--- config.mk ---
export PLATFORM = sky130hd
export DESIGN_NAME = sdram_arbit
export DESIGN_NICKNAME = d
export VERILOG_FILES = /design/src/rtl/sdram_pkg.sv /design/src/rtl/sdram_arbit_pick.sv /design/src/rtl/sdram_arbit.sv
export SDC_FILE = /design/constraint.sdc
export NUM_CORES = 1
export LEC_CHECK = 0
export BUFFER_PORTS_ARGS = -buffer_cell sky130_fd_sc_hd__buf_4
export CORE_MARGIN = 1
export CORE_UTILIZATION = 37
export CTS_BUF_LIST = sky130_fd_sc_hd__clkbuf_16
export DETAILED_ROUTE_END_ITERATION = 7
export GPL_TIMING_DRIVEN = 0
export PLACE_DENSITY = 0.81
export SLEW_MARGIN = 15
export SYNTH_ARGS = -nofsm -noshare
export SYNTH_HDL_FRONTEND = slang
export SYNTH_SLANG_ARGS = --single-unit
--- constraint.sdc ---
create_clock -name clk -period 2.1 [get_ports clk]
set_clock_uncertainty 0.15 [all_clocks]
set_input_delay 0.105 -clock clk [delete_from_list [all_inputs] [get_ports clk]]
set_output_delay 0.105 -clock clk [all_outputs]
set_load 0.005 [all_outputs]
--- src/rtl/sdram_pkg.sv ---
//------------------------------------------------------------------------------
// sdram_pkg : shared SDRAM controller types, state encoding and commands.
// Rev 1.0 : initial release
//------------------------------------------------------------------------------
`default_nettype none

package sdram_pkg;

    typedef enum logic [4:0] {
        ST_INIT  = 5'b00001,
        ST_ARBIT = 5'b00010,
        ST_AREF  = 5'b00100,
        ST_WRITE = 5'b01000,
        ST_READ  = 5'b10000
    } state_e;

    // {cs_n, ras_n, cas_n, we_n}
    localparam logic [3:0] CMD_NOP       = 4'b0111;
    localparam logic [3:0] CMD_PRECHARGE = 4'b0010;
    localparam logic [3:0] CMD_AREF      = 4'b0001;
    localparam logic [3:0] CMD_MODE      = 4'b0000;
    localparam logic [3:0] CMD_ACTIVE    = 4'b0011;
    localparam logic [3:0] CMD_WRITE     = 4'b0100;
    localparam logic [3:0] CMD_READ      = 4'b0101;

    // Identity of the last data engine served (round-robin tie break)
    localparam logic LAST_WR = 1'b0;
    localparam logic LAST_RD = 1'b1;

    typedef struct packed {
        logic ref_g;
        logic wr_g;
        logic rd_g;
    } grant_t;

endpackage

`default_nettype wire

--- src/rtl/sdram_arbit_pick.sv ---
//------------------------------------------------------------------------------
// sdram_arbit_pick : combinational next-grant selection (refresh first, then
// write/read by fixed priority or round robin via the last input).
// Rev 1.0 : initial release
//------------------------------------------------------------------------------
`default_nettype none

module sdram_arbit_pick
    import sdram_pkg::*;
(
    input  logic   ref_req,
    input  logic   wr_req,
    input  logic   rd_req,
    input  logic   last,
    output grant_t grant
);

    always_comb begin
        grant = '0;
        if (ref_req) begin
            grant.ref_g = 1'b1;
        end else if (wr_req && rd_req) begin
            // Tie: serve whichever data engine did not go last
            if (last == LAST_RD) begin
                grant.wr_g = 1'b1;
            end else begin
                grant.rd_g = 1'b1;
            end
        end else if (wr_req) begin
            grant.wr_g = 1'b1;
        end else if (rd_req) begin
            grant.rd_g = 1'b1;
        end
    end

endmodule

`default_nettype wire

--- src/rtl/sdram_arbit.sv ---
//------------------------------------------------------------------------------
// sdram_arbit : SDRAM command bus sequencer sharing the pins between the init,
// refresh, write and read engines. Macro ARBIT_RR_EN enables write/read RR.
// Rev 1.0 : initial release
//------------------------------------------------------------------------------
`default_nettype none

module sdram_arbit
    import sdram_pkg::*;
#(
    parameter int CMD_W  = 4,
    parameter int ADDR_W = 13,
    parameter int BA_W   = 2
) (
    input  logic              clk,
    input  logic              rst_n,
    input  logic              flag_init_end,
    input  logic [CMD_W-1:0]  init_cmd,
    input  logic [ADDR_W-1:0] init_addr,
    input  logic              ref_req,
    input  logic              flag_ref_end,
    input  logic [CMD_W-1:0]  aref_cmd,
    input  logic [ADDR_W-1:0] aref_addr,
    input  logic              wr_req,
    input  logic              flag_wr_end,
    input  logic [CMD_W-1:0]  wr_cmd,
    input  logic [ADDR_W-1:0] wr_addr,
    input  logic [BA_W-1:0]   wr_ba,
    input  logic              rd_req,
    input  logic              flag_rd_end,
    input  logic [CMD_W-1:0]  rd_cmd,
    input  logic [ADDR_W-1:0] rd_addr,
    input  logic [BA_W-1:0]   rd_ba,
    output logic              ref_en,
    output logic              wr_en,
    output logic              rd_en,
    output logic [CMD_W-1:0]  sdram_cmd,
    output logic [ADDR_W-1:0] sdram_addr,
    output logic [BA_W-1:0]   sdram_ba
);

    state_e state_q, state_d;
    logic   ref_en_q, ref_en_d;
    logic   wr_en_q, wr_en_d;
    logic   rd_en_q, rd_en_d;
    logic   last;
    grant_t pick;

    sdram_arbit_pick u_pick (
        .ref_req (ref_req),
        .wr_req  (wr_req),
        .rd_req  (rd_req),
        .last    (last),
        .grant   (pick)
    );

    always_comb begin
        state_d = state_q;
        unique case (state_q)
            ST_INIT:  if (flag_init_end) state_d = ST_ARBIT;
            ST_ARBIT: begin
                if (pick.ref_g)     state_d = ST_AREF;
                else if (pick.wr_g) state_d = ST_WRITE;
                else if (pick.rd_g) state_d = ST_READ;
            end
            ST_AREF:  if (flag_ref_end) state_d = ST_ARBIT;
            ST_WRITE: if (flag_wr_end)  state_d = ST_ARBIT;
            ST_READ:  if (flag_rd_end)  state_d = ST_ARBIT;
            default:  state_d = ST_INIT;
        endcase
    end

    // Grant states are only entered from ARBIT, so this marks the first cycle
    always_comb begin
        ref_en_d = (state_q == ST_ARBIT) && (state_d == ST_AREF);
        wr_en_d  = (state_q == ST_ARBIT) && (state_d == ST_WRITE);
        rd_en_d  = (state_q == ST_ARBIT) && (state_d == ST_READ);
    end

    always_ff @(posedge clk or negedge rst_n) begin
        if (!rst_n) begin
            state_q  <= ST_INIT;
            ref_en_q <= 1'b0;
            wr_en_q  <= 1'b0;
            rd_en_q  <= 1'b0;
        end else begin
            state_q  <= state_d;
            ref_en_q <= ref_en_d;
            wr_en_q  <= wr_en_d;
            rd_en_q  <= rd_en_d;
        end
    end

`ifdef ARBIT_RR_EN
    logic last_q, last_d;

    always_comb begin
        last_d = last_q;
        if (wr_en_d)      last_d = LAST_WR;
        else if (rd_en_d) last_d = LAST_RD;
    end

    always_ff @(posedge clk or negedge rst_n) begin
        if (!rst_n) begin
            last_q <= LAST_RD;
        end else begin
            last_q <= last_d;
        end
    end

    assign last = last_q;
`else
    // Permanently "read went last" reduces the pick to fixed write-over-read
    assign last = LAST_RD;
`endif

    assign ref_en = ref_en_q;
    assign wr_en  = wr_en_q;
    assign rd_en  = rd_en_q;

    always_comb begin
        sdram_cmd  = CMD_W'(CMD_NOP);
        sdram_addr = '0;
        sdram_ba   = '0;
        unique case (state_q)
            ST_INIT: begin
                sdram_cmd  = init_cmd;
                sdram_addr = init_addr;
            end
            ST_AREF: begin
                sdram_cmd  = aref_cmd;
                sdram_addr = aref_addr;
            end
            ST_WRITE: begin
                sdram_cmd  = wr_cmd;
                sdram_addr = wr_addr;
                sdram_ba   = wr_ba;
            end
            ST_READ: begin
                sdram_cmd  = rd_cmd;
                sdram_addr = rd_addr;
                sdram_ba   = rd_ba;
            end
            default: ;
        endcase
    end

endmodule

`default_nettype wire

== Word-level counts from Yosys, hierarchy flattened ==
Cells that the tools add are included.

* Bits in registers: 8
* Input port bits: 81
* Output and inout port bits: 22
* Logic and storage cells: 33

* Equality and inequality tests: 8
* Mux-type cells: 17
* Reductions and logical operators: 4

{| class="wikitable"
|+ Operator list
! kind !! number
|-
| one-hot mux 13 bit (4 select lines) || 1
|-
| 2-to-1 mux 5 bit || 7
|-
| one-hot mux 5 bit (5 select lines) || 1
|-
| one-hot mux 4 bit (4 select lines) || 1
|-
| == test 5 x 3 -> 1 bit, second input constant || 2
|-
| == test 5 x 4 -> 1 bit, second input constant || 2
|-
| == test 5 bit, second input constant || 2
|-
| == test 5 x 1 -> 1 bit, second input constant || 1
|-
| == test 5 x 2 -> 1 bit, second input constant || 1
|-
| logical AND 1 bit || 4
|-
| 2-to-1 mux 1 bit || 4
|-
| 2-to-1 mux 2 bit || 2
|-
| one-hot mux 2 bit (2 select lines) || 1
|}

== Logic depth before layout (Yosys ltp) ==
* Word-level depth: 10
* Depth in mapped cells: 6
* Mapped depth without buffers: 3

== Hierarchy ==
Synthesis repeated with hierarchy kept, for this count alone.

* Cell total of the unflattened synthesis: 166
* Area total of the unflattened synthesis: 1234.9 um2

{| class="wikitable"
|+ By module, submodules not included
! module !! instances !! cells each !! area each (um2) !! seq. area each (um2)
|-
| sdram_arbit || 1 || 161 || 1197.4 || 201.4
|-
| sdram_arbit_pick || 1 || 5 || 37.5 || 0.0
|}

== Least setup slack after synthesis ==
Ideal clock, no wire load.

* Path kind: reg2out
* Start point: reg state_q[0]
* End point: out sdram_cmd[0]
* Data arrival time: 1240 ps
* Required time: 1845 ps
* Setup slack: 605 ps
* Cell stages (with the launch flop): 6
* Path buffers: 2
* Path through: dfstp_2 buf_4 buf_2 and3b_1 o21ai_0 o2111ai_1

* Longest elaborated chain between the ends: 2
* Elaborated cells between the ends (all ways): 5
* Classes of those cells: 4 x eq/ne; 1 x mux

{| class="wikitable"
|+ Ends and longest elaborated chain
! element !! RTL line !! RTL
|-
| from (decl) || sdram_arbit.sv:42 || <nowiki>state_e state_q, state_d;</nowiki>
|-
| from (signal assigned) || sdram_arbit.sv:87 || <nowiki>state_q <= state_d;</nowiki>
|-
| == test 5 bit, or another cell as far along || sdram_arbit.sv:125 || <nowiki>unique case (state_q)</nowiki>
|-
| one-hot mux 4 bit (4 select lines) (*) || sdram_arbit.sv:125 ||
|-
| to (decl) || sdram_arbit.sv:37 || <nowiki>output logic [CMD_W-1:0] sdram_cmd,</nowiki>
|}

Every way passes the cells marked *; elsewhere a longest branch is shown, timed or not.

== Worst setup path after layout ==
Same ends and word-level chain as after synthesis.

==> impl_metrics.env <==
export IMPL_status="complete, no violations"
export IMPL_drc_errors=0
export IMPL_worstMarginPinSlew_ps=351.1
export IMPL_finalHoldViolCount=0
export IMPL_drt_iter0_markers=112
export IMPL_cts_resized=0
export IMPL_die_width_um=56.55
export IMPL_critPathMaxFanout=10
export IMPL_yosysSeqAreaShare=0.1830
export IMPL_clock_root_buffer="clkbuf_16"
export IMPL_ys_warn_count=0
export IMPL_final_setup_viol_count=0
export IMPL_cts_tree="built"
export IMPL_end_kind="primary output"
export IMPL_cts_max_level=1
export IMPL_grt_max_degree=11
export IMPL_grt_pass1_wl_mm=7.251
export IMPL_fp_dieH_um=56.55
export IMPL_start_util=0.3959
export IMPL_dr_total_vias=1727
export IMPL_routedWlPerCell_um=15.42
export IMPL_max_cap_violations=0
export IMPL_ir_drop_uv=584.9
export IMPL_layout_cells_most_common="buf_4"
export IMPL_timing_rr_end="state_q[1]"
export IMPL_max_freq_mhz=499.7
export IMPL_cts_buffer_depth=2
export IMPL_arrival_ps=1750
export IMPL_rsz0062_at_grt="no"
export IMPL_cts_buffers=3
export IMPL_layout_drive_gt1_share=0.4830
export IMPL_pin_count=103
export IMPL_io_buffer_count=102
export IMPL_antenna_found_initial=0
export IMPL_reg2reg_depth=5
export IMPL_dpl_hpwl_mm=3.277
export IMPL_min_from="rd_req"
export IMPL_place_congestion=0.7931
export IMPL_syn_nets=235
export IMPL_synthToLayoutAreaGrowth_pct=84.77
export IMPL_p_leak_uw=0.001019
export IMPL_final_cell_mix="buf_4, nand3_1, nand4_1"
export IMPL_whs_endpoint="rd_en"
export IMPL_critPathKind="flop to primary output"
export IMPL_grt_overflow=0
export IMPL_nFillCells=240
export IMPL_powerDensity_nw_per_um2=857.4
export IMPL_startpoint_type="flop"
export IMPL_grt_pass1_vias=1616
export IMPL_fin_setup_tns_ps=0
export IMPL_placed_cells=287
export IMPL_clk_latency_ps=230
export IMPL_cts_sinks=8
export IMPL_drtPass1Iterations=4
export IMPL_clk_pin_slew_ps=40
export IMPL_track_usage=0.2847
export IMPL_diodes=0
export IMPL_reg2reg_from="state_q[0]"
export IMPL_fp_dieArea_sq_um=3198
export IMPL_stdcell_count=296
export IMPL_drv_slew=0
export IMPL_fin_crit_sh=0.9529
export IMPL_netlist_area_sq_um=1101
export IMPL_synth_seq_cells=8
export IMPL_synth_cells=154
export IMPL_viasPerCell=5.834
export IMPL_synth_distinct_cells=32
export IMPL_r2r_slack_ps=420
export IMPL_coreArea_sq_um=2781
export IMPL_avgSynthCellArea_sq_um=7.150
export IMPL_slew_headroom=0.7652
export IMPL_postRouteAntennaNets=0
export IMPL_layout_nets=347
export IMPL_wl_mm=4.564
export IMPL_hold_depth=3
export IMPL_cp_data_required_time_ps=1850
export IMPL_rows=19
export IMPL_hp_class="input port to flop"
export IMPL_finalCriticalPeriod_ps=2001
## worst max-delay path, cell delays in order, from the launching register on
cell	delay [ps]
dfstp_2	500
buf_4	170
buf_2	200
and3b_1	180
o21ai_0	170
o2111ai_1	140
buf_4	160
## power by group
| group | internal [uW] | total, uW | switching, uW |
|---|---|---|---|
| Combinational | 583 | 1220 | 634 |
| Sequential | 187 | 203 | 16.2 |
| Clock | 248 | 324 | 75.6 |
| Total | 1020 | 1740 | 726 |
## registers in the layout, indices dropped and copies added, names as in the netlist
register,flops
wr_en,1
state_q,5
ref_en,1
rd_en,1
## synth_stat cells, drive strengths merged
master	count	area share
or2	1	0.0057
nand3	58	0.26
o21bai	1	0.0068
a32o	2	0.018
inv	2	0.0068
xor2	1	0.0080
dfstp	1	0.024
o32ai	1	0.0080
o2111ai	3	0.024
o21ai	6	0.027
and4	1	0.0080
and3b	11	0.087
and2	1	0.0057
a22oi	3	0.020
a221o	1	0.0091
o22ai	1	0.0057
and3	1	0.0057
nor2b	4	0.025
buf	18	0.10
and2b	1	0.0068
nor2	5	0.017
nand2	3	0.010
o311ai	1	0.0080
nor4b	1	0.0080
dfrtp	7	0.16
nand4	15	0.085
nor3	4	0.043
## stage by stage
step	hold slack [ps]	instance area (sq um)	total power [uW]	setup slack (ps)	util
3_5_place_dp	-226.5	1906	1399	343.0	0.6851
4_1_cts	15.14	2034	1733	98.15	0.7314
2_1_floorplan	-340.6	1101	872.8	605.5	-
6_report	30.54	2034	1744	98.88	0.7314
3_3_place_gp	-227.0	1906	1393	365.3	0.6851
5_1_grt	79.72	2034	1856	17.97	0.7314
## worst max-delay path by stage
stage,from,end,cells after the start
after detailed placement,state_q[0],sdram_cmd[0],6
after CTS,state_q[0],sdram_cmd[0],6
after floorplan,state_q[0],sdram_cmd[0],5
final,state_q[0],sdram_cmd[0],6
after global routing,state_q[0],sdram_addr[10],6
after global placement,state_q[0],sdram_cmd[0],6
## layout make-up
| cell class | instances | area (sq um) | share of cell area |
|---|---|---|---|
| Multi-Input combinational cell | 126 | 778.2 | 0.3825 |
| Clock inverter | 1 | 3.754 | 0.001845 |
| Buffer | 18 | 113.9 | 0.05597 |
| Sequential cell | 8 | 201.4 | 0.09902 |
| Inverter | 2 | 7.507 | 0.003690 |
| Timing Repair Buffer | 107 | 815.8 | 0.4010 |
| Tap cell | 31 | 38.79 | 0.01907 |
| Clock buffer | 3 | 75.07 | 0.03690 |
## cell families (layout without fill, tap and decap cells)
group / Yosys count / in the layout / synth area share
AO/OA/AOI/OAI: 19 / 19 / 0.1273
buffers and inverters: 20 / 131 / 0.1102
XOR/XNOR: 1 / 1 / 0.007956
AND/OR/NAND/NOR: 106 / 106 / 0.5716
flip-flops: 8 / 8 / 0.1830
## metal layers
layer / GRT usage / vias up / part of all wire / wire [um]
li1: - / 819 / - / -
met1: 0.3571 / 806 / 0.39 / 1794
met2: 0.5176 / 100 / 0.52 / 2374
met3: 0.03917 / 2 / 0.084 / 382
met4: 0.05226 / 0 / 0.0028 / 13
met5: 0 / - / 0 / 0
## repair_timing
| action | CTS | global route |
|---|---|---|
| hold endpoints to repair | 12 | 0 |
| hold buffers | 5 | 0 |
| setup buffers | 0 | 0 |
(Power assumes the default switching activity.)
